--- src/rtl/wb_commit_arbiter_pkg.sv ---
// Shared encodings and defaults for the writeback commit arbiter.
//   WB_SEL_*       : pipeline writeback data-source select encodings
//   *_REG_DEF      : default architectural register indices
//   SETX_W         : width of the setx immediate (target) field
package wb_commit_arbiter_pkg;

  localparam logic [1:0] WB_SEL_EXEC = 2'd0;
  localparam logic [1:0] WB_SEL_MEM  = 2'd1;
  localparam logic [1:0] WB_SEL_SETX = 2'd2;
  localparam logic [1:0] WB_SEL_JAL  = 2'd3;

  localparam int unsigned EXC_REG_DEF  = 30;
  localparam int unsigned LINK_REG_DEF = 31;
  localparam int unsigned SETX_W       = 27;

endpackage

--- src/rtl/wb_pending_queue.sv ---
// Circular buffer of pending multdiv register writes.
//   clock, reset            : clock, synchronous active-low reset (flushes all entries)
//   push, push_rd, push_data: enqueue at tail; rd 0 entries are stored already invalid
//   pop                     : retire the head slot (valid or squashed)
//   squash_en, squash_rd    : invalidate every valid entry targeting squash_rd
//   head_valid/rd/data      : head slot contents
//   count                   : occupied slots (valid + squashed)
//   pending_mask            : bit r set while a valid entry targets r
module wb_pending_queue #(
  parameter int unsigned DATA_W = 32,
  parameter int unsigned REG_AW = 5,
  parameter int unsigned DEPTH  = 4
) (
  input  logic                    clock,
  input  logic                    reset,
  input  logic                    push,
  input  logic [REG_AW-1:0]       push_rd,
  input  logic [DATA_W-1:0]       push_data,
  input  logic                    pop,
  input  logic                    squash_en,
  input  logic [REG_AW-1:0]       squash_rd,
  output logic                    head_valid,
  output logic [REG_AW-1:0]       head_rd,
  output logic [DATA_W-1:0]       head_data,
  output logic [$clog2(DEPTH):0]  count,
  output logic [(2**REG_AW)-1:0]  pending_mask
);

  localparam int unsigned PW   = $clog2(DEPTH);
  localparam int unsigned CW   = PW + 1;
  localparam int unsigned NREG = 2**REG_AW;

  logic              valid_q [DEPTH];
  logic              valid_d [DEPTH];
  logic [REG_AW-1:0] rd_q    [DEPTH];
  logic [REG_AW-1:0] rd_d    [DEPTH];
  logic [DATA_W-1:0] data_q  [DEPTH];
  logic [DATA_W-1:0] data_d  [DEPTH];
  logic [PW-1:0]     head_q, head_d;
  logic [PW-1:0]     tail_q, tail_d;
  logic [CW-1:0]     count_q, count_d;
  logic              do_push, do_pop;

  assign do_pop  = pop && (count_q != '0);
  assign do_push = push && (count_q != CW'(DEPTH));

  // Next-state: squash, then pop, then push (push and squash never target the same slot usefully).
  always_comb begin
    valid_d = valid_q;
    rd_d    = rd_q;
    data_d  = data_q;
    head_d  = head_q;
    tail_d  = tail_q;
    count_d = count_q;

    if (squash_en) begin
      for (int unsigned i = 0; i < DEPTH; i++) begin
        if (valid_q[i] && (rd_q[i] == squash_rd)) valid_d[i] = 1'b0;
      end
    end

    if (do_pop) begin
      valid_d[head_q] = 1'b0;
      head_d          = head_q + 1'b1;
    end

    // New entry is older-than-nothing: it is written after any same-cycle squash.
    if (do_push) begin
      valid_d[tail_q] = (push_rd != '0);
      rd_d[tail_q]    = push_rd;
      data_d[tail_q]  = push_data;
      tail_d          = tail_q + 1'b1;
    end

    count_d = count_q + CW'(do_push) - CW'(do_pop);
  end

  // State register.
  always_ff @(posedge clock) begin
    if (!reset) begin
      for (int unsigned i = 0; i < DEPTH; i++) begin
        valid_q[i] <= 1'b0;
        rd_q[i]    <= '0;
        data_q[i]  <= '0;
      end
      head_q  <= '0;
      tail_q  <= '0;
      count_q <= '0;
    end else begin
      valid_q <= valid_d;
      rd_q    <= rd_d;
      data_q  <= data_d;
      head_q  <= head_d;
      tail_q  <= tail_d;
      count_q <= count_d;
    end
  end

  // Pending-register mask for the hazard unit.
  always_comb begin
    pending_mask = '0;
    for (int unsigned i = 0; i < DEPTH; i++) begin
      if (valid_q[i]) pending_mask[rd_q[i]] = 1'b1;
    end
  end

  assign head_valid = valid_q[head_q] && (count_q != '0);
  assign head_rd    = rd_q[head_q];
  assign head_data  = data_q[head_q];
  assign count      = count_q;

  logic unused_nreg;
  assign unused_nreg = (NREG == 0);

endmodule

--- src/rtl/wb_commit_arbiter.sv ---
// Writeback stage: merges in-order pipeline results with out-of-order multdiv
// completions onto the single regfile write port.
//   clock, reset                 : clock, synchronous active-low reset
//   pipe_*, exec_out, mem_out,
//   target                       : MW latch writeback request and data sources
//   md_valid/md_rd/md_result     : multdiv completion (held while md_ready=0)
//   md_ready                     : queue can accept
//   rf_we/rf_waddr/rf_wdata      : registered regfile write port
//   pending_mask, q_count        : queued-write hazard mask and occupancy
module wb_commit_arbiter
  import wb_commit_arbiter_pkg::*;
#(
  parameter int unsigned DATA_W   = 32,
  parameter int unsigned REG_AW   = 5,
  parameter int unsigned DEPTH    = 4,
  parameter int unsigned EXC_REG  = EXC_REG_DEF,
  parameter int unsigned LINK_REG = LINK_REG_DEF
) (
  input  logic                    clock,
  input  logic                    reset,
  input  logic                    pipe_valid,
  input  logic [1:0]              pipe_sel,
  input  logic [REG_AW-1:0]       pipe_rd,
  input  logic                    pipe_exc,
  input  logic [DATA_W-1:0]       pipe_exc_code,
  input  logic [DATA_W-1:0]       exec_out,
  input  logic [DATA_W-1:0]       mem_out,
  input  logic [SETX_W-1:0]       target,
  input  logic                    md_valid,
  input  logic [REG_AW-1:0]       md_rd,
  input  logic [DATA_W-1:0]       md_result,
  output logic                    md_ready,
  output logic                    rf_we,
  output logic [REG_AW-1:0]       rf_waddr,
  output logic [DATA_W-1:0]       rf_wdata,
  output logic [(2**REG_AW)-1:0]  pending_mask,
  output logic [$clog2(DEPTH):0]  q_count
);

  localparam int unsigned CW = $clog2(DEPTH) + 1;

  logic [REG_AW-1:0] pipe_addr;
  logic [DATA_W-1:0] pipe_data;
  logic              q_empty, bypass, push, pop;
  logic              head_valid;
  logic [REG_AW-1:0] head_rd;
  logic [DATA_W-1:0] head_data;

  logic              rf_we_q,    rf_we_d;
  logic [REG_AW-1:0] rf_waddr_q, rf_waddr_d;
  logic [DATA_W-1:0] rf_wdata_q, rf_wdata_d;

  // Pipeline destination/data select; an exception overrides the instruction's own write.
  always_comb begin
    pipe_addr = pipe_rd;
    pipe_data = exec_out;
    if (pipe_exc) begin
      pipe_addr = REG_AW'(EXC_REG);
      pipe_data = pipe_exc_code;
    end else begin
      case (pipe_sel)
        WB_SEL_EXEC: ;
        WB_SEL_MEM:  pipe_data = mem_out;
        WB_SEL_SETX: begin
          pipe_addr = REG_AW'(EXC_REG);
          pipe_data = DATA_W'(target);
        end
        WB_SEL_JAL: begin
          pipe_addr = REG_AW'(LINK_REG);
          pipe_data = exec_out;
        end
        default: ;
      endcase
    end
  end

  // md_ready uses the pre-cycle count, so a full queue never pushes even when it pops.
  assign q_empty  = (q_count == '0);
  assign md_ready = (q_count != CW'(DEPTH));
  assign bypass   = md_valid && q_empty && !pipe_valid;
  assign push     = md_valid && md_ready && !bypass;
  assign pop      = !pipe_valid && !q_empty;

  wb_pending_queue #(
    .DATA_W (DATA_W),
    .REG_AW (REG_AW),
    .DEPTH  (DEPTH)
  ) u_queue (
    .clock        (clock),
    .reset        (reset),
    .push         (push),
    .push_rd      (md_rd),
    .push_data    (md_result),
    .pop          (pop),
    .squash_en    (pipe_valid),
    .squash_rd    (pipe_addr),
    .head_valid   (head_valid),
    .head_rd      (head_rd),
    .head_data    (head_data),
    .count        (q_count),
    .pending_mask (pending_mask)
  );

  // Port priority: pipeline, then queue head, then direct bypass; r0 writes are dropped.
  always_comb begin
    rf_we_d    = 1'b0;
    rf_waddr_d = rf_waddr_q;
    rf_wdata_d = rf_wdata_q;
    if (pipe_valid) begin
      rf_we_d    = (pipe_addr != '0);
      rf_waddr_d = pipe_addr;
      rf_wdata_d = pipe_data;
    end else if (pop && head_valid) begin
      rf_we_d    = (head_rd != '0);
      rf_waddr_d = head_rd;
      rf_wdata_d = head_data;
    end else if (bypass) begin
      rf_we_d    = (md_rd != '0);
      rf_waddr_d = md_rd;
      rf_wdata_d = md_result;
    end
  end

  // Output registers.
  always_ff @(posedge clock) begin
    if (!reset) begin
      rf_we_q    <= 1'b0;
      rf_waddr_q <= '0;
      rf_wdata_q <= '0;
    end else begin
      rf_we_q    <= rf_we_d;
      rf_waddr_q <= rf_waddr_d;
      rf_wdata_q <= rf_wdata_d;
    end
  end

  assign rf_we    = rf_we_q;
  assign rf_waddr = rf_waddr_q;
  assign rf_wdata = rf_wdata_q;

endmodule

--- config.mk ---
export PLATFORM = sky130hd
export DESIGN_NAME = wb_commit_arbiter
export DESIGN_NICKNAME = d
export VERILOG_FILES = /design/src/rtl/wb_commit_arbiter_pkg.sv /design/src/rtl/wb_pending_queue.sv /design/src/rtl/wb_commit_arbiter.sv
export SDC_FILE = /design/constraint.sdc
export NUM_CORES = 1
export LEC_CHECK = 0
export BUFFER_PORTS_ARGS = -buffer_cell sky130_fd_sc_hd__buf_4
export CORE_AREA = 2 2 226 228
export DETAILED_ROUTE_END_ITERATION = 10
export DIE_AREA = 0 0 228 230
export PLACE_DENSITY = 0.39
export SETUP_SLACK_MARGIN = 0.3
export SLEW_MARGIN = 25
export SYNTH_ARGS = -nofsm -noshare
export SYNTH_HDL_FRONTEND = slang
export SYNTH_HIERARCHICAL = 1
export SYNTH_SLANG_ARGS = --single-unit
--- constraint.sdc ---
create_clock -name clock -period 4.4 [get_ports clock]
set_clock_uncertainty 0.05 [all_clocks]
set_input_delay 0.44 -clock clock [delete_from_list [all_inputs] [get_ports clock]]
set_output_delay 0.44 -clock clock [all_outputs]
set_load 0.02 [all_outputs]
==> impl_results.md, run 1 <==
* Outcome: finished, final reports clean
* Via count at around 11,000
* Hold Path End: u_queue/data_q[93]
* Sequential fraction of the synthesis area at 0.346
* Asr flop ratio synth at 0
* Buffering stage count on the worst path with inverters included at 1
* Total iterations of the first detailed-routing run at 6
* Top-area cell type share of the netlist area at 0.346
* Number of buffers on the longest clock path at 2
* Maximum capacitance violations at 0
* Cell types with the largest area share after synthesis: sky130_fd_sc_hd__dfxtp_1, sky130_fd_sc_hd__nand2_1, sky130_fd_sc_hd__a21boi_0
* Detail-routed via count per cell at between 5 and 6
* Post-CTS repair timing setup buffer count at 0
* Final setup vio count at 0
* Y dimension of the die at ~230 um
* Worst Hold Depth at 3
* Number of remaining DRC errors at 0
* Worst r2r path cells at 11
* Drt wl/cell at 21.6 um
* Post-CTS resize count at 0
* Clk Latency, worst-skew pair at approximately 450 ps
* Share of final-layout standard cells stronger than drive strength 1 at 0.250
* Total Wirelength at between 40,000 and 50,000 um
* FF+latch count, synth at 197
* Worst setup path category: register to register
* Number of distinct library cells after synthesis at 55
* Total global-route track usage at 0.172
* Iteration-0 DRC Markers at 800
* Chip Width at approximately 230 um
* Util after Layout at 0.284
* Final hold violations at 0
* Placed Instance Area at ~14,000 um2
* Post-Route Setup TNS at 0 ps
* Power per unit of standard cell area at 414 nW/um2
* DP HPWL at between 30,000 and 40,000 um
* Total die area at around 52,000 um2
* Global-route wire length before repair at around 70,000 um
* Number of buffers added by the clock tree synthesis step at 17
* Final critical-path share of the clock period at 0.673
* Post-CTS Hold Buffers at 0
* Syn avg cell area at between 8 and 9 um2
* Final Net Count at about 1,600
* Routed met2 length at 21,300 um
* CTS HTree Levels at 4
* Inst Count DP at around 2,100
* Capture point of the worst reg-to-reg path: u_queue/count[2]
* Gp weighted congestion at between 0.8 and 0.9
* Layout overhead on the synthesized area at 24.2%
* Warnings from Yosys at 6
* Crit path capture type: register
* Rows at 82
* Post-route standard cell area excluding fillers at 14,100 um2
* Worst vdd rail ir drop at 272 uV
* Largest delay contributor family on the critical path: simple AND/OR/NAND/NOR gates
* Crit start category: register
* Floorplan Core Area at about 50,000 um2
* RSZ-0062 raised after global routing: false
* Netlist area before placement at around 11,000 um2
* TritonCTS clock tree: yes
* Static power due to leakage at 4.91 nW
* Leading cell types by count after synthesis: sky130_fd_sc_hd__nand2_1, sky130_fd_sc_hd__dfxtp_1, sky130_fd_sc_hd__a21boi_0
* Leading cell type by number of instances after synthesis: sky130_fd_sc_hd__nand2_1
* Post-synth EDFFs at 0
* Arrival time worst endpoint at 3250 ps
* Crit path max fanout at 10
* Sink count of the clock tree at 197
* CP Cell Sequence: nor2_1 > o21ai_0 > and2_1 > nand2_1 > ha_1 > inv_1 > ha_1 > fa_1 > xnor2_1 > xnor2_1 > and2_1
* Critical path's slowest cell: sky130_fd_sc_hd__dfxtp_1
* Grt ovf at 0
* Cells after synthesis at approximately 1,300
* Met3 WL at roughly 2200 um
* Number of ports placed on the die boundary at ~250
* Cell accounting for the most synthesized area: sky130_fd_sc_hd__dfxtp_1
* Worst hold slack after final layout at ~230 ps
* Minimum period implied by the final worst setup slack at around 3000 ps
* Required @ worst endpoint at about 4700 ps
* Routed length on met1 at around 22,000 um
* Clock root buffer: sky130_fd_sc_hd__clkbuf_16
* Normalized max-slew margin at 0.321
* Number of antenna violations at the first check in global routing at 0
* Largest net degree at the start of global routing at between 70 and 80
* Starting Density at 0.228
* Top Layer Used: met4
* Fmax achieved at 0.338 GHz
* Count of non-filler cells in the finished layout at roughly 2,100
* Antenna Nets Post-Route at 0
* Prevailing post-synth register cell: sky130_fd_sc_hd__dfxtp_1
* Synthesized Nets at 1,495
* Peak per-stage delay on the critical path at 570 ps
* Number of global-route vias before repair at approximately 11,000
* Pin slew with the least headroom to its limit at around 1000 ps
* Origin of the critical flop-to-flop path: u_queue/count[1]
* Clock edge transition at the registers on the reported setup and hold paths at roughly 70 ps
* Hold path startpoint: md_result[29]
* Register-to-Register Setup Slack at around 1400 ps
* Count of pins over their slew limit at 0
* Min-Delay Path Class: primary input to register
* Antenna fix cells at 0
* Input/output buffers at ~250
-- sequential cells by signal, summed over array words and instances (netlist names) --
| name | count |
|---|---|
| u_queue/head_q | 2 |
| u_queue/valid_q | 4 |
| u_queue/data_q | 128 |
| rf_wdata | 32 |
| rf_waddr | 5 |
| rf_we | 1 |
| u_queue/count | 3 |
| u_queue/tail_q | 2 |
| u_queue/rd_q | 20 |
-- where the power goes --
part	internal, W	total (W)	switching (W)
logic	0.000775	0.00205	0.00127
clock network	0.000900	0.00163	0.000729
registers	0.00199	0.00218	0.000194
total	0.00367	0.00586	0.00219
-- worst max-delay path by stage --
stage,from,to,slack [ps],cells after the start
final,u_queue/count[1],u_queue/count[2],1440,11
after CTS,u_queue/count[1],u_queue/count[2],1480,11
after detailed placement,md_valid,u_queue/count[2],1370,10
after floorplan,pipe_valid,u_queue/count[2],1240,14
after global placement,pipe_sel[0],u_queue/valid_q[3],1260,9
after global routing,u_queue/count[1],u_queue/count[2],1280,11
-- cells by family after synthesis --
group	synth area share
simple gates	0.233
buf+inv	0.0629
xor+xnor	0.0185
mux	0.0760
compound gates	0.247
flops	0.346
fa+ha+maj	0.0160
-- routing by layer --
layer  vias to the layer above  track usage
met5                         -            0
met4                         0       0.0411
met3                        51       0.0279
met2                       358        0.283
met1                      5274        0.236
li1                       5071            -
-- cells in the final DEF (no fill, tap or decap), drive strengths merged, types with 21 or more instances in the layout --
master / instances
a21boi: 149
a221oi: 27
buf: 261
clkbuf: 21
dfxtp: 197
mux4: 38
nand2: 320
nand3b: 23
nor3: 54
nor3b: 58
o221a: 26
o22ai: 44
-- area by class of cell --
type | instances | area, um2
Tap cell | 672 | 841
Inverter | 12 | 45.0
Timing Repair Buffer | 261 | 1970
Sequential cell | 197 | 3950
Multi-Input combinational cell | 969 | 6750
Clock inverter | 11 | 153
Fill cell | 5386 | 35700
Clock buffer | 21 | 440
-- stage by stage --
| step | power [W] | setup WS [ps] |
|---|---|---|
| finish | 0.00586 | 1440 |
| global route | 0.00617 | 1280 |
| floorplan | 0.00352 | 1240 |
| detailed placement | 0.00428 | 1370 |
| CTS | 0.00594 | 1480 |
| global placement | 0.00427 | 1260 |
-- tightest hold or removal path, stage by stage --
cell and delay (ps):
sky130_fd_sc_hd__buf_4 130, sky130_fd_sc_hd__nand2_1 50, sky130_fd_sc_hd__a21boi_1 50
Power figures use the tool's default switching activity.
==> run 2, diff against run 1 <==
Clock period 4.4 ns to 3.1 ns, I/O delays scaled along.
==> run 2 against run 1 <==
  * Routed wire length up 0.99%
  * Die area unchanged
  * Global-route usage is 0.21 points higher
  * Flip-flop and latch count unchanged
  * Combinational power increased by 47%
  * Count of clock-buffer cells in the layout shrank 2
  * Worst hold slack worse by 130 ps
  * Setup slack worse by 950 ps
  * Fmax up 14%
  * Largest power group unchanged
==> impl_results.md, run 2 (synthesized netlist as in run 1, its figures left out) <==
* Input/output buffers at 245 (unchanged)
* Crit path max fanout at 10 (unchanged)
* Final setup vio count at 0 (unchanged)
* Worst vdd rail ir drop at 432 uV (+59%)
* Worst r2r path cells at 9 (-2)
* Floorplan Core Area at 49,900 um2 (unchanged)
* Post-Route Setup TNS at 0 ps (unchanged)
* Total iterations of the first detailed-routing run at 7 (+1)
* Maximum capacitance violations at 0 (unchanged)
* Final Net Count at 1,665 (+1.3%)
* Rows at 82 (unchanged)
* Clk Latency, worst-skew pair at 450 ps (about the same)
* Count of pins over their slew limit at 0 (unchanged)
* Number of buffers on the longest clock path at 2 (unchanged)
* Worst setup path category: register to register
* Capture point of the worst reg-to-reg path: u_queue/count[2]
* Total die area at 52,400 um2 (unchanged)
* Total global-route track usage at 0.175 (+0.00212)
* Fill cell total of the finished layout at 5,372 (-0.26%)
* Gp weighted congestion at 0.862 (-0.91%)
* Final hold violations at 0 (unchanged)
* Critical path's slowest cell: sky130_fd_sc_hd__dfxtp_1
* Buffering stage count on the worst path with inverters included at 1 (unchanged)
* Share of final-layout standard cells stronger than drive strength 1 at 0.259 (+0.00889)
* Number of global-route vias before repair at 10,400 (-2.5%)
* Number of buffers added by the clock tree synthesis step at 17 (unchanged)
* Inst Count DP at 2,132 (+0.99%)
* Hold path startpoint: md_result[12]
* Arrival time worst endpoint at 2890 ps (-360 ps)
* Drt wl/cell at 21.6 um (about the same)
* Chip Width at 228 um (unchanged)
* Normalized max-slew margin at 0.425 (+0.104)
* Hold Path End: u_queue/data_q[44]
* Minimum period implied by the final worst setup slack at 2610 ps (-354 ps)
* Worst setup slack before clock tree synthesis at 453 ps (-915 ps)
* Outcome: finished, final reports clean
* Number of ports placed on the die boundary at 246 (unchanged)
* Clock edge transition at the registers on the reported setup and hold paths at 80 ps (about the same)
* TritonCTS clock tree: yes
* Crit path capture type: register
* Placed Instance Area at 13,800 um2 (+1.6%)
* Via count at 10,800 (+0.0093%)
* Register-to-Register Setup Slack at 490 ps (-950 ps)
* CP Cell Sequence: or3b_1 > nand2_1 > ha_1 > inv_1 > ha_1 > fa_1 > xnor2_1 > xnor2_1 > and2_1
* Layout overhead on the synthesized area at 26.3%
* Post-CTS repair timing setup buffer count at 0 (unchanged)
* Global-route wire length before repair at 70,100 um (+0.58%)
* Peak per-stage delay on the critical path at 540 ps (-30 ps)
* Util after Layout at 0.288 (+0.00482)
* Largest net degree at the start of global routing at 62 (-14%)
* Antenna Nets Post-Route at 0 (unchanged)
* Sink count of the clock tree at 197 (unchanged)
* DP HPWL at 31,000 um (+1.1%)
* Origin of the critical flop-to-flop path: u_queue/count[1]
* Detail-routed via count per cell at 4.97 (-0.96%)
* Clock root buffer: sky130_fd_sc_hd__clkbuf_16
* Power per unit of standard cell area at 591 nW/um2 (+43%)
* Worst Slack Setup Final at 493 ps (-946 ps)
* Total Wirelength at 46,700 um (+0.99%)
* Most frequent standard cell in the layout excluding fill and tap cells: sky130_fd_sc_hd__nand2_1
* Number of flip-flops in the largest register at 128 (unchanged)
* Grt ovf at 0 (unchanged)
* Number of remaining DRC errors at 0 (unchanged)
* RSZ-0062 raised after global routing: false
* Number of antenna violations at the first check in global routing at 2 (+2)
* Y dimension of the die at 230 um (unchanged)
* Worst Hold Depth at 3 (unchanged)
* CTS HTree Levels at 4 (unchanged)
* Largest delay contributor family on the critical path: adder cells
* Crit start category: register
* Pin slew with the least headroom to its limit at 861 ps (-156 ps)
* Starting Density at 0.228 (unchanged)
* Required @ worst endpoint at 3380 ps (-1310 ps)
* Static power due to leakage at 5.06 nW (+3.0%)
* Count of non-filler cells in the finished layout at 2,164 (+0.98%)
* Commonest non-fill, non-tap cells in the layout: sky130_fd_sc_hd__nand2_1, sky130_fd_sc_hd__buf_4, sky130_fd_sc_hd__dfxtp_1, sky130_fd_sc_hd__a21boi_0, sky130_fd_sc_hd__nor3_1
* Iteration-0 DRC Markers at 929 (+16%)
* Most flops, register: u_queue/data_q
* Final critical-path share of the clock period at 0.841 (+0.168)
* Fmax achieved at 0.384 GHz (+14%)
* Post-route standard cell area excluding fillers at 14,400 um2 (+1.7%)
* Min-Delay Path Class: primary input to register
==> run 2: changes by cell type in the layout (fill, tap and decap cells not counted), sizes merged <==
cell	previous run	this run
buf	261	282
clkinvlp	3	1
clkinv	5	6
diode	0	2
clkbuf	21	19
bufinv	3	4
==> run 2: through the flow <==
stage | power (W) | hold slack, ps
global placement | 0.00618 | 394
floorplan | 0.00500 | 382
finish | 0.00850 | 97.6
detailed placement | 0.00620 | 404
global route | 0.00896 | 90.7
CTS | 0.00861 | 73.2
==> run 2: repair_timing <==
action,4_1_cts,5_1_grt
setup endpoints to repair,0,1
gates resized for setup,0,1
hold buffers,0,0
==> run 2: tightest hold or removal path, delay by kind of cell <==
family          cells  cell delay (ps)
compound gates      1               60
buf+inv             1              130
simple gates        1               50
==> run 2: power breakdown <==
group | internal (W) | switching (W) | total [W] | leakage [nW]
combinational | 0.00119 | 0.00184 | 0.00302 | 3.16
clock | 0.00135 | 0.00104 | 0.00239 | 0.295
sequential | 0.00283 | 0.000264 | 0.00309 | 1.60
==> run 2: layout make-up <==
type / instances / area, um2 / area share
multi-input combinational: 969 / 6730 / 0.468
tap: 672 / 841 / 0.0585
sequential: 197 / 3950 / 0.274
clock buffer: 19 / 433 / 0.0301
antenna: 2 / 5.00 / 0.000348
clock inverter: 11 / 179 / 0.0124
inverter: 12 / 45.0 / 0.00313
timing repair buffer: 282 / 2200 / 0.153
==> run 2: per-layer routing <==
layer,vias up,wire (um),global-route usage
met1,5231,22200,0.243
met4,2,525,0.0355
li1,5111,-,-
met5,-,16,0
met3,34,2710,0.0340
met2,377,21200,0.280
==> run 2: how the worst max path moves through the flow <==
stage | start | end | slack, ps | cells past startpoint
after floorplan | pipe_valid | u_queue/count[2] | 320 | 14
after global placement | u_queue/count[2] | u_queue/count[2] | 480 | 9
after detailed placement | u_queue/count[2] | u_queue/count[2] | 450 | 9
after CTS | u_queue/count[2] | u_queue/count[2] | 440 | 9
after global routing | u_queue/count[0] | u_queue/count[2] | 310 | 9
final | u_queue/count[1] | u_queue/count[2] | 490 | 9
